--- src/rtl/mvm_uart_pkg.sv ---
// mvm_uart_pkg: shared bus sizing, state encodings and sizing helpers for the MVM UART host.
// Ports: none. The default-configuration bus sizes (R=C=8, 8-bit K/X, 32-bit Y) are provided here.
// Optional feature macro used by the design files: UART_FRAME_ERR_EN.
package mvm_uart_pkg;

  // Bus sizes for the default configuration.
  localparam int W_BUS_KX = 8*8*8 + 8*8;
  localparam int W_BUS_Y  = 8*32;
  localparam int N_KX     = W_BUS_KX / 8;
  localparam int N_Y      = W_BUS_Y / 8;

  typedef enum logic {
    TX_IDLE,
    TX_SEND
  } tx_state_t;

  typedef enum logic [1:0] {
    RX_IDLE,
    RX_START,
    RX_DATA,
    RX_STOP
  } rx_state_t;

  function automatic int kx_bus_width(input int r, input int c, input int w_x, input int w_k);
    return r*c*w_k + c*w_x;
  endfunction

  function automatic int y_bus_width(input int r, input int w_y);
    return r*w_y;
  endfunction

endpackage

--- src/rtl/mvm_uart_host_if.sv ---
// mvm_uart_host_if: operand (s_*) and result (m_*) valid/ready buses of the MVM UART host.
// Ports: s_valid/s_ready/s_data carry K/X operands in; m_valid/m_ready/m_data carry Y results out.
// Modports: slave = the host block itself, master = whoever drives operands and consumes results.
interface mvm_uart_host_if
  import mvm_uart_pkg::*;
#(
  parameter int W_S = W_BUS_KX,
  parameter int W_M = W_BUS_Y
);
  logic           s_valid;
  logic           s_ready;
  logic [W_S-1:0] s_data;
  logic           m_valid;
  logic           m_ready;
  logic [W_M-1:0] m_data;

  modport slave  (input  s_valid, s_data, m_ready,
                  output s_ready, m_valid, m_data);
  modport master (output s_valid, s_data, m_ready,
                  input  s_ready, m_valid, m_data);
endinterface

--- src/rtl/uart_frame_rx.sv ---
// uart_frame_rx: 2-flop synchroniser plus UART receive FSM (start-centre qualify, LSB-first data, one stop sample).
// Latency: byte_valid pulses one cycle after the stop-bit centre. No backpressure: every completed frame is reported.
// Ports: clk, rst (async high), rx (async line in), data (last byte), byte_valid / stop_err (1-cycle pulses).
// Macro UART_FRAME_ERR_EN: when defined, a low stop-bit sample raises stop_err; otherwise stop_err stays 0.
module uart_frame_rx
  import mvm_uart_pkg::*;
#(
  parameter int CLOCKS_PER_PULSE = 200_000_000/9600,
  parameter int BITS_PER_WORD    = 8
)(
  input  logic                     clk,
  input  logic                     rst,
  input  logic                     rx,
  output logic [BITS_PER_WORD-1:0] data,
  output logic                     byte_valid,
  output logic                     stop_err
);
  localparam int CW   = $clog2(CLOCKS_PER_PULSE + 1);
  localparam int BW   = $clog2(BITS_PER_WORD + 1);
  localparam int HALF = (CLOCKS_PER_PULSE/2 > 0) ? CLOCKS_PER_PULSE/2 : 1;

  logic [1:0]    sync_q;
  logic          rx_s, rx_prev_q;
  rx_state_t     state_q, state_d;
  logic [CW-1:0] cnt_q;
  logic [BW-1:0] bit_q;
  logic          half_end, full_end;

  assign rx_s     = sync_q[1];
  assign half_end = (cnt_q == CW'(HALF - 1));
  assign full_end = (cnt_q == CW'(CLOCKS_PER_PULSE - 1));

  always_ff @(posedge clk or posedge rst) begin
    if (rst) state_q <= RX_IDLE;
    else     state_q <= state_d;
  end

  // A new frame needs a real 1->0 edge, so after a bad stop bit the FSM only
  // re-arms once the line has gone back high.
  always_comb begin
    state_d = state_q;
    case (state_q)
      RX_IDLE:  if (rx_prev_q && !rx_s) state_d = RX_START;
      RX_START: if (half_end) state_d = rx_s ? RX_IDLE : RX_DATA;
      RX_DATA:  if (full_end && bit_q == BW'(BITS_PER_WORD - 1)) state_d = RX_STOP;
      RX_STOP:  if (full_end) state_d = RX_IDLE;
      default:  state_d = RX_IDLE;
    endcase
  end

  always_ff @(posedge clk or posedge rst) begin
    if (rst) begin
      sync_q     <= 2'b11;
      rx_prev_q  <= 1'b1;
      cnt_q      <= '0;
      bit_q      <= '0;
      data       <= '0;
      byte_valid <= 1'b0;
      stop_err   <= 1'b0;
    end else begin
      sync_q     <= {sync_q[0], rx};
      rx_prev_q  <= rx_s;
      byte_valid <= 1'b0;
      stop_err   <= 1'b0;
      case (state_q)
        RX_IDLE: begin
          cnt_q <= '0;
          bit_q <= '0;
        end
        RX_START: cnt_q <= half_end ? '0 : cnt_q + 1'b1;
        RX_DATA: begin
          if (full_end) begin
            cnt_q <= '0;
            data  <= {rx_s, data[BITS_PER_WORD-1:1]};
            bit_q <= bit_q + 1'b1;
          end else begin
            cnt_q <= cnt_q + 1'b1;
          end
        end
        RX_STOP: begin
          if (full_end) begin
            cnt_q      <= '0;
            byte_valid <= 1'b1;
`ifdef UART_FRAME_ERR_EN
            stop_err   <= !rx_s;
`else
            stop_err   <= 1'b0;
`endif
          end else begin
            cnt_q <= cnt_q + 1'b1;
          end
        end
        default: cnt_q <= '0;
      endcase
    end
  end

endmodule

--- src/rtl/mvm_uart_host.sv ---
// mvm_uart_host: serialises the K/X operand bus onto tx as UART frames and gathers Y result bytes from rx.
// Latency: s_ready returns N_KX*PACKET_SIZE_TX*CLOCKS_PER_PULSE cycles after accept; m_valid one cycle after last byte.
// Backpressure: s_ready low while sending; result held until m_ready, bytes arriving meanwhile are dropped with overrun.
// Ports: clk, rst (async high), bus (mvm_uart_host_if.slave), tx, rx, overrun, frame_err. Macro: UART_FRAME_ERR_EN.
module mvm_uart_host
  import mvm_uart_pkg::*;
#(
  parameter int CLOCKS_PER_PULSE = 200_000_000/9600,
  parameter int BITS_PER_WORD    = 8,
  parameter int PACKET_SIZE_TX   = BITS_PER_WORD + 5,
  parameter int W_Y_OUT          = 32,
  parameter int R                = 8,
  parameter int C                = 8,
  parameter int W_X              = 8,
  parameter int W_K              = 8
)(
  input  logic            clk,
  input  logic            rst,
  mvm_uart_host_if.slave  bus,
  output logic            tx,
  input  logic            rx,
  output logic            overrun,
  output logic            frame_err
);
  localparam int KX_W     = kx_bus_width(R, C, W_X, W_K);
  localparam int Y_W      = y_bus_width(R, W_Y_OUT);
  localparam int KX_WORDS = KX_W / BITS_PER_WORD;
  localparam int Y_WORDS  = Y_W / BITS_PER_WORD;
  localparam int CW       = $clog2(CLOCKS_PER_PULSE + 1);
  localparam int PW       = $clog2(PACKET_SIZE_TX + 1);
  localparam int KW       = $clog2(KX_WORDS + 1);
  localparam int YW       = $clog2(Y_WORDS + 1);
  localparam int BI       = $clog2(BITS_PER_WORD);

  if ((KX_W % BITS_PER_WORD) != 0 || (Y_W % BITS_PER_WORD) != 0) begin : g_bad_width
    $error("mvm_uart_host: bus widths must be multiples of BITS_PER_WORD");
  end

  // ---------------- TX ----------------
  tx_state_t               tx_state_q, tx_state_d;
  logic [KX_W-1:0]         shreg_q;
  logic [BITS_PER_WORD-1:0] cur_word;
  logic [CW-1:0]           clk_cnt_q;
  logic [PW-1:0]           bit_cnt_q;
  logic [KW-1:0]           word_cnt_q;
  logic                    tx_q, pulse_end, bit_end, word_end;

  assign cur_word    = shreg_q[BITS_PER_WORD-1:0];
  assign pulse_end   = (clk_cnt_q == CW'(CLOCKS_PER_PULSE - 1));
  assign bit_end     = (bit_cnt_q == PW'(PACKET_SIZE_TX - 1));
  assign word_end    = (word_cnt_q == KW'(KX_WORDS - 1));
  assign bus.s_ready = (tx_state_q == TX_IDLE);
  assign tx          = tx_q;

  always_ff @(posedge clk or posedge rst) begin
    if (rst) tx_state_q <= TX_IDLE;
    else     tx_state_q <= tx_state_d;
  end

  always_comb begin
    tx_state_d = tx_state_q;
    case (tx_state_q)
      TX_IDLE: if (bus.s_valid) tx_state_d = TX_SEND;
      TX_SEND: if (pulse_end && bit_end && word_end) tx_state_d = TX_IDLE;
      default: tx_state_d = TX_IDLE;
    endcase
  end

  // tx_q is loaded one bit-time ahead: at the end of bit-time n it takes the
  // value for bit-time n+1 (0 = start, 1..BITS_PER_WORD = data, rest = stop).
  always_ff @(posedge clk or posedge rst) begin
    if (rst) begin
      tx_q       <= 1'b1;
      shreg_q    <= '0;
      clk_cnt_q  <= '0;
      bit_cnt_q  <= '0;
      word_cnt_q <= '0;
    end else if (tx_state_q == TX_IDLE) begin
      if (bus.s_valid) begin
        shreg_q    <= bus.s_data;
        tx_q       <= 1'b0;
        clk_cnt_q  <= '0;
        bit_cnt_q  <= '0;
        word_cnt_q <= '0;
      end
    end else if (pulse_end) begin
      clk_cnt_q <= '0;
      if (bit_end) begin
        bit_cnt_q  <= '0;
        shreg_q    <= shreg_q >> BITS_PER_WORD;
        word_cnt_q <= word_cnt_q + 1'b1;
        tx_q       <= word_end;
      end else begin
        bit_cnt_q <= bit_cnt_q + 1'b1;
        tx_q      <= (bit_cnt_q < PW'(BITS_PER_WORD)) ? cur_word[bit_cnt_q[BI-1:0]] : 1'b1;
      end
    end else begin
      clk_cnt_q <= clk_cnt_q + 1'b1;
    end
  end

  // ---------------- RX ----------------
  logic [BITS_PER_WORD-1:0] rx_byte;
  logic                     byte_valid, stop_err, byte_ok;
  logic [Y_W-1:0]           acc_q, acc_d, m_data_q;
  logic [YW-1:0]            cnt_q;
  logic                     m_valid_q, overrun_q;

  uart_frame_rx #(
    .CLOCKS_PER_PULSE (CLOCKS_PER_PULSE),
    .BITS_PER_WORD    (BITS_PER_WORD)
  ) u_rx (
    .clk        (clk),
    .rst        (rst),
    .rx         (rx),
    .data       (rx_byte),
    .byte_valid (byte_valid),
    .stop_err   (stop_err)
  );

  assign byte_ok     = byte_valid && !stop_err;
  assign bus.m_valid = m_valid_q;
  assign bus.m_data  = m_data_q;
  assign overrun     = overrun_q;

  // Accumulator with the incoming byte dropped into slot cnt_q.
  always_comb begin
    acc_d = acc_q;
    for (int i = 0; i < Y_WORDS; i++) begin
      if (cnt_q == YW'(i)) acc_d[i*BITS_PER_WORD +: BITS_PER_WORD] = rx_byte;
    end
  end

  // A byte landing in the same cycle as the result handshake is kept:
  // the holding register frees up on that edge.
  always_ff @(posedge clk or posedge rst) begin
    if (rst) begin
      acc_q     <= '0;
      m_data_q  <= '0;
      m_valid_q <= 1'b0;
      cnt_q     <= '0;
      overrun_q <= 1'b0;
    end else begin
      overrun_q <= 1'b0;
      if (m_valid_q && bus.m_ready) m_valid_q <= 1'b0;
      if (byte_ok) begin
        if (m_valid_q && !bus.m_ready) begin
          overrun_q <= 1'b1;
        end else if (cnt_q == YW'(Y_WORDS - 1)) begin
          m_data_q  <= acc_d;
          m_valid_q <= 1'b1;
          cnt_q     <= '0;
        end else begin
          acc_q <= acc_d;
          cnt_q <= cnt_q + 1'b1;
        end
      end
    end
  end

`ifdef UART_FRAME_ERR_EN
  logic frame_err_q;
  always_ff @(posedge clk or posedge rst) begin
    if (rst) frame_err_q <= 1'b0;
    else     frame_err_q <= byte_valid && stop_err;
  end
  assign frame_err = frame_err_q;
`else
  assign frame_err = 1'b0;
`endif

endmodule

--- src/flat_wrapper.sv ---
// flat-port wrapper written by rule: the top's interface ports become plain ports
module mvm_uart_host_flat import mvm_uart_pkg::*;
#(
  parameter int CLOCKS_PER_PULSE = 200_000_000/9600,
  parameter int BITS_PER_WORD    = 8,
  parameter int PACKET_SIZE_TX   = BITS_PER_WORD + 5,
  parameter int W_Y_OUT          = 32,
  parameter int R                = 8,
  parameter int C                = 8,
  parameter int W_X              = 8,
  parameter int W_K              = 8
)
  (clk, rst, tx, rx, overrun, frame_err, bus_s_valid, bus_s_data, bus_m_ready, bus_s_ready, bus_m_valid, bus_m_data);
  mvm_uart_host_if #(.W_S((R*C*W_K + C*W_X)), .W_M((R*(32)))) bus_i ();
  input  logic clk;
  input  logic rst;
  output logic tx;
  input  logic rx;
  output logic overrun;
  output logic frame_err;
  input wire logic [$bits(bus_i.s_valid)-1:0] bus_s_valid;
  input wire logic [$bits(bus_i.s_data)-1:0] bus_s_data;
  input wire logic [$bits(bus_i.m_ready)-1:0] bus_m_ready;
  output wire logic [$bits(bus_i.s_ready)-1:0] bus_s_ready;
  output wire logic [$bits(bus_i.m_valid)-1:0] bus_m_valid;
  output wire logic [$bits(bus_i.m_data)-1:0] bus_m_data;
  assign bus_i.s_valid = bus_s_valid;
  assign bus_i.s_data = bus_s_data;
  assign bus_i.m_ready = bus_m_ready;
  assign bus_s_ready = bus_i.s_ready;
  assign bus_m_valid = bus_i.m_valid;
  assign bus_m_data = bus_i.m_data;
  mvm_uart_host #(.CLOCKS_PER_PULSE(CLOCKS_PER_PULSE), .BITS_PER_WORD(BITS_PER_WORD), .PACKET_SIZE_TX(PACKET_SIZE_TX), .W_Y_OUT(W_Y_OUT), .R(R), .C(C), .W_X(W_X), .W_K(W_K)) u_core (.clk(clk), .rst(rst), .bus(bus_i), .tx(tx), .rx(rx), .overrun(overrun), .frame_err(frame_err));
endmodule
--- config.mk ---
export PLATFORM = sky130hd
export DESIGN_NAME = mvm_uart_host_flat
export DESIGN_NICKNAME = d
export VERILOG_FILES = /design/src/rtl/mvm_uart_pkg.sv /design/src/rtl/mvm_uart_host_if.sv /design/src/rtl/uart_frame_rx.sv /design/src/rtl/mvm_uart_host.sv /design/src/flat_wrapper.sv
export SDC_FILE = /design/constraint.sdc
export NUM_CORES = 2
export LEC_CHECK = 0
export BUFFER_PORTS_ARGS = -buffer_cell sky130_fd_sc_hd__buf_2
export CORE_AREA = 2 2 330 332
export CTS_CLUSTER_SIZE = 10
export DETAILED_ROUTE_END_ITERATION = 10
export DIE_AREA = 0 0 332 334
export GPL_TIMING_DRIVEN = 0
export PLACE_DENSITY = 0.77
export SLEW_MARGIN = 20
export SYNTH_ARGS = -nofsm -noshare
export SYNTH_HDL_FRONTEND = slang
export SYNTH_SLANG_ARGS = --single-unit
--- constraint.sdc ---
create_clock -name clk -period 93 [get_ports clk]
set_clock_uncertainty 0.15 [all_clocks]
set_input_delay 13.95 -clock clk [delete_from_list [all_inputs] [get_ports clk]]
set_output_delay 13.95 -clock clk [all_outputs]
set_load 0.005 [all_outputs]
==> Word-level counts from Yosys, hierarchy flattened <==
Index checks and enable logic that the tools add are counted.
{ "word_totals": {"latch_bits": 0, "out_inout_bits": 261, "word_cells": 174, "rom_bits": 0, "memories": 0, "inputBits": 581, "ram_bits": 0, "reg_bits": 1157} }
{ "classes": {"addsub": 6, "shifts": 0, "n_reduce_logical": 21, "mux": 77, "multipliers": 0, "magnitude_cmp": 2, "bitwise": 3, "div_mod_pow": 0, "eq_ne": 47} }
{ "op_table": {"columns": ["operator", "count"], "rows": [
  ["576-bit two-way mux", 4],
  ["8-bit two-way mux", 32],
  ["6-bit by 5-bit equality test with 1-bit output, second input constant", 16],
  ["15-bit two-way mux", 5],
  ["6-bit by 4-bit equality test with 1-bit output, second input constant", 8],
  ["15-bit one-hot mux with 3 select lines", 1],
  ["15-bit by 1-bit adder with 15-bit output, second input constant", 2],
  ["15-bit equality test, second input constant", 2],
  ["7-bit two-way mux", 4],
  ["6-bit by 3-bit equality test with 1-bit output, second input constant", 4],
  ["4-bit two-way mux", 5],
  ["1-bit two-way mux", 16],
  ["15-bit by 14-bit equality test with 1-bit output, second input constant", 1],
  ["2-bit inequality test, second input constant", 7],
  ["6-bit by 2-bit equality test with 1-bit output, second input constant", 2],
  ["2-bit two-way mux", 5],
  ["3-bit AND reduction", 3],
  ["4-bit by 1-bit adder with 4-bit output, second input constant", 2],
  ["2-bit one-hot mux with 4 select lines", 1],
  ["4-bit one-hot mux with 2 select lines", 1],
  ["2-bit AND reduction", 4],
  ["7-bit by 1-bit adder with 7-bit output, second input constant", 1],
  ["7-bit equality test, second input constant", 1],
  ["6-bit by 1-bit adder with 6-bit output, second input constant", 1],
  ["18 further kinds", 28]
]} }

==> Logic depth before layout (Yosys ltp) <==
{ "logic_depth": {"word_depth": 6, "ltp_mapped": 10, "ltp_nobuf": 6} }

==> Modules after synthesis <==
From an unflattened synthesis, not the netlist that was laid out.
{ "unflattened": {"cells_unflattened": 4038, "area_unflattened_um2": 50774.9} }
{ "modules_own_cells": {"columns": ["module", "cells_each", "seq_area_each_um2", "area_each_um2", "instances"], "rows": [
  ["mvm_uart_host", 3891, 27928.0, 49179.7, 1],
  ["uart_frame_rx", 147, 829.5, 1595.3, 1]
]} }

==> Worst setup path before layout <==
OpenSTA, ideal clock, no wires.
{ "synth_timing": {"path_kind": "input -> register", "from": "input bus_m_ready", "to": "register u_core.acc_q[0]", "n_path_buf": 3, "stages": 7, "path_slack_ps": 77281, "arrival_time_ps": 15444, "cell_sequence": "nand2b_1 > clkbuf_1 > o211ai_2 > buf_4 > buf_4 > nor2_2 > mux2_2"} }
{ "synth_between": {"elab_chain_len": 4} }
{ "synth_rtl": {"columns": ["element", "line_no", "source"], "rows": [
  ["start, declared", "flat_wrapper.sv:23", "input wire logic [$bits(bus_i.m_ready)-1:0] bus_m_ready;"],
  ["1-bit logical NOT", "mvm_uart_host.sv:147", "if (m_valid_q && !bus.m_ready) begin"],
  ["1-bit logical AND", "mvm_uart_host.sv:147", null],
  ["1-bit NOT (no line)", null, null],
  ["3-bit AND reduction (no line)", null, null],
  ["end signal, assigned", "mvm_uart_host.sv:138", "acc_q <= '0;"],
  ["end signal, assigned", "mvm_uart_host.sv:154", "acc_q <= acc_d;"],
  ["end, declared", "mvm_uart_host.sv:105", "logic [Y_W-1:0] acc_q, acc_d, m_data_q;"]
]} }
No other way between the ends.
A chain may end at the register's enable or synchronous reset.

==> Worst setup path in the final report <==
{ "layout_timing": {"from": "input bus_s_valid", "to": "register u_core.shreg_q[264]"} }
{ "layout_between": {"elab_chain_len": 2} }
{ "layout_rtl": {"columns": ["element", "line_no", "source"], "rows": [
  ["start, declared", "flat_wrapper.sv:21", "input wire logic [$bits(bus_i.s_valid)-1:0] bus_s_valid;"],
  ["2-bit nonzero test (no line)", null, null],
  ["3-bit AND reduction (no line)", null, null],
  ["end signal, assigned", "mvm_uart_host.sv:80", "shreg_q <= bus.s_data;"],
  ["end signal, assigned", "mvm_uart_host.sv:90", "shreg_q <= shreg_q >> BITS_PER_WORD;"],
  ["end, declared", "mvm_uart_host.sv:41", "logic [KX_W-1:0] shreg_q;"]
]} }
No other way between the ends.

==> metrics.yaml <==
critical_path:
  worst-path-max-fanout: 10
  critPathLaunchType: "input port"
  regToRegSetupSlack_ns: 89.78
  worstSetupPathType: "input port to register"
  timing.rr.start: "u_core.bus.m_valid"
  r2r_end: "u_core.bus.m_data[121]"
  critPathRequiredTime_ns: 93.46
  crit_start: "bus_s_valid"
  crit_arrival_ns: 16.61
  ff2ff_path_depth: 7
  end_kind: "register"
clock_tree:
  post_cts_buffers: 0
  clkSinkCount: 1149
  ctsHtreeMaxLevel: 4
  cts_resized: 0
  clockBufferDepth: 3
  cts_tree: "done"
  clkTransAtPathRegs_ns: 0.06
  clockRootBuffer: "clkbuf_16"
  insertion_delay_ns: 0.74
  cts_buffers: 135
  ctsHoldBuffers: 0
yosys:
  ys_seq_area_share_pct: 56.8
  synthTopCellsByArea: "dfrtp_1 (57%), o221a_1 (11%), nand2b_1 (7.1%), mux2_2 (5.9%), mux2i_1 (5.0%)"
  synth.net_count: 4612
  ys_ff_latch: 1149
  ys_async_sr_fraction_pct: 100
  synth_area_sq_mm: 0.0506
  syn_area_per_cell_sq_um: 12.6
  synthFlopType: "dfrtp_1"
  synth_edf_count: 0
  ys.warnings.count: 0
  yosys.area.top_type: "dfrtp_1"
  yosysTopAreaCellShare_pct: 56.6
  synth_cells: 4019
  ys_types: 64
pwr:
  p_per_area_mw_per_mm2: 18.5
  vdd_drop_max_v: 0.0000153
  p_leak_nw: 25.4
finish:
  drive_above_1_share_pct: 30.4
  area_delta_synth_final_pct: 20.3
  fin_area_sq_mm: 0.0609
  final_nets: 5601
min_path:
  hold-path-endpoint: "u_core.u_rx.sync_q[1]"
  hold_depth: 0
  hp-class: "register to register"
  hp-start: "u_core.u_rx.sync_q[0]"
grt:
  grt_pass1_vias: 38800
  grt_start_max_net_pins: 111
  grtUsageTotal_pct: 28.5
  grt.overflow.total: 0
  antenna_found_initial: 63
  grt_pass1_wl_mm: 240
detailed_routing:
  finalWirelength_mm: 160
  wl_met2_mm: 75.5
  drt-initial-drc-count: 3313
  m1WireLength_mm: 63.7
  top_layer: "met5"
  dr.pass1.iters: 5
  dr_wl_met3_mm: 11.8
  wire_per_inst_um: 24.6
  viasPerCell: 5.80
  ant_nets: 0
  remaining_drc_errors: 0
  vias: 37700
die:
  die_area_sq_mm: 0.111
  start_util_pct: 46.9
  ios: 842
  die_w_um: 332
  core_region_area_sq_mm: 0.108
  fp-row-count: 121
  fp.dieH_um: 334
sta:
  hold_viol: 0
  fmax_mhz: 61.9
  max_slew_margin_pct: 36.1
  finalSetupViolations: 0
  grt_setup_unrepaired: "no"
  drv_slew: 0
  worstMarginPinSlew_ns: 0.959
  finalCriticalPeriod_ns: 16.15
  period_share_pct: 17.4
  setup_tns_ns: 0
placement:
  gp_congestion: 0.937
  post-dp-hpwl_mm: 120
  port_buffers: 840
  dpl-instance-area_sq_mm: 0.0569
run:
  cap_violations: 0
status:
  outcome: "complete, no violations"
Yosys cell counts (26+ instances only):
cell type / number
dfrtp_1: 1145
mux2_2: 265
o221a_2: 59
nor2_2: 26
nand2b_1: 574
o221a_1: 509
buf_6: 57
nor2_1: 278
nand2_1: 75
mux2i_1: 254
buf_2: 81
a21oi_1: 260
clkbuf_1: 175
sequential cells by signal (all words and copies together) (netlist names), named ones only:
signal                  flops
u_core.tx_state_q           1
u_core.cnt_q                6
u_core.overrun              1
u_core.acc_q              248
u_core.tx                   1
u_core.bus.m_data         256
u_core.u_rx.bit_q           4
u_core.u_rx.rx_prev_q       1
u_core.clk_cnt_q           15
u_core.shreg_q            576
u_core.word_cnt_q           7
u_core.bus.m_valid          1
u_core.bit_cnt_q            4
u_core.u_rx.cnt_q          15
u_core.u_rx.byte_valid      1
u_core.u_rx.state_q         1
u_core.u_rx.data            8
u_core.u_rx.sync_q          2
per-stage QoR:
step	std cells	util, %	hold slack, ns	total power [mW]	setup slack (ns)
global placement	6273	52.5	0.197	0.648	35.37
global route	6491	56.4	0.203	1.17	76.67
finish	6506	56.5	0.203	1.13	76.85
detailed placement	6285	52.8	0.203	0.652	76.02
CTS	6464	56.4	0.206	1.13	76.82
floorplan	4019	-	0.195	0.616	46.55
worst max-delay path: stages:
cell      delay [ns]
buf_2           0.12
nor2b_1         0.28
clkbuf_1        0.58
clkbuf_1        0.78
clkbuf_1        0.60
nand2b_1        0.13
o221a_1         0.15
how the worst max path moves through the flow:
stage | endpoint | cells after the start | slack, ns
after floorplan | asynchronous set/reset pin | 1 | 46.55
after global placement | u_core.shreg_q[79] | 2 | 35.37
after detailed placement | u_core.shreg_q[259] | 7 | 76.02
after CTS | u_core.shreg_q[264] | 7 | 76.82
after global routing | u_core.shreg_q[262] | 7 | 76.67
final | u_core.shreg_q[264] | 7 | 76.85
cell usage in the layout (no fill, tap or decap), types with 75 or more instances in the layout:
cell type	count
dfrtp_1	1145
buf_2	921
nand2b_1	574
o221a_1	509
nor2_1	278
mux2_2	265
a21oi_1	260
mux2i_1	254
clkbuf_1	196
clkbuf_16	137
nand2_1	75
kinds of logic (layout without fill, tap and decap cells):
logic type	count (synthesis)	in the layout	synth area share (%)
AOI/OAI and AO/OA	887	887	16.0
xor gates and xnor gates	16	16	0.277
adders and majority gates	12	12	0.297
buffers and inverters	359	1390	3.78
DFF	1149	1149	56.8
muxes	521	521	11.0
other	1	43	0.00741
and+or+nand+nor	1074	1074	11.8
report_power, final:
part / total, mW / switching [mW] / internal [mW]
clock network: 0.482 / 0.204 / 0.278
registers: 0.569 / 0.0314 / 0.538
logic: 0.0757 / 0.0318 / 0.0439
per-layer routing:
| metal | track usage, % | up-vias |
|---|---|---|
| met3 | 6.67 | 402 |
| met1 | 36.0 | 19000 |
| li1 | - | 16700 |
| met4 | 15.3 | 32 |
| met2 | 45.7 | 1597 |
| met5 | 0 | - |
cell type report:
type,instances,area [sq um]
fill,8912,46900
sequential,1149,28800
multi-input combinational,2511,19900
timing repair buffer,852,4530
clock buffer,162,3560
buffer,345,1860
tap,1414,1770
clock inverter,17,297
antenna,42,105
inverter,14,60.1
Power figures use the tool's default switching activity.
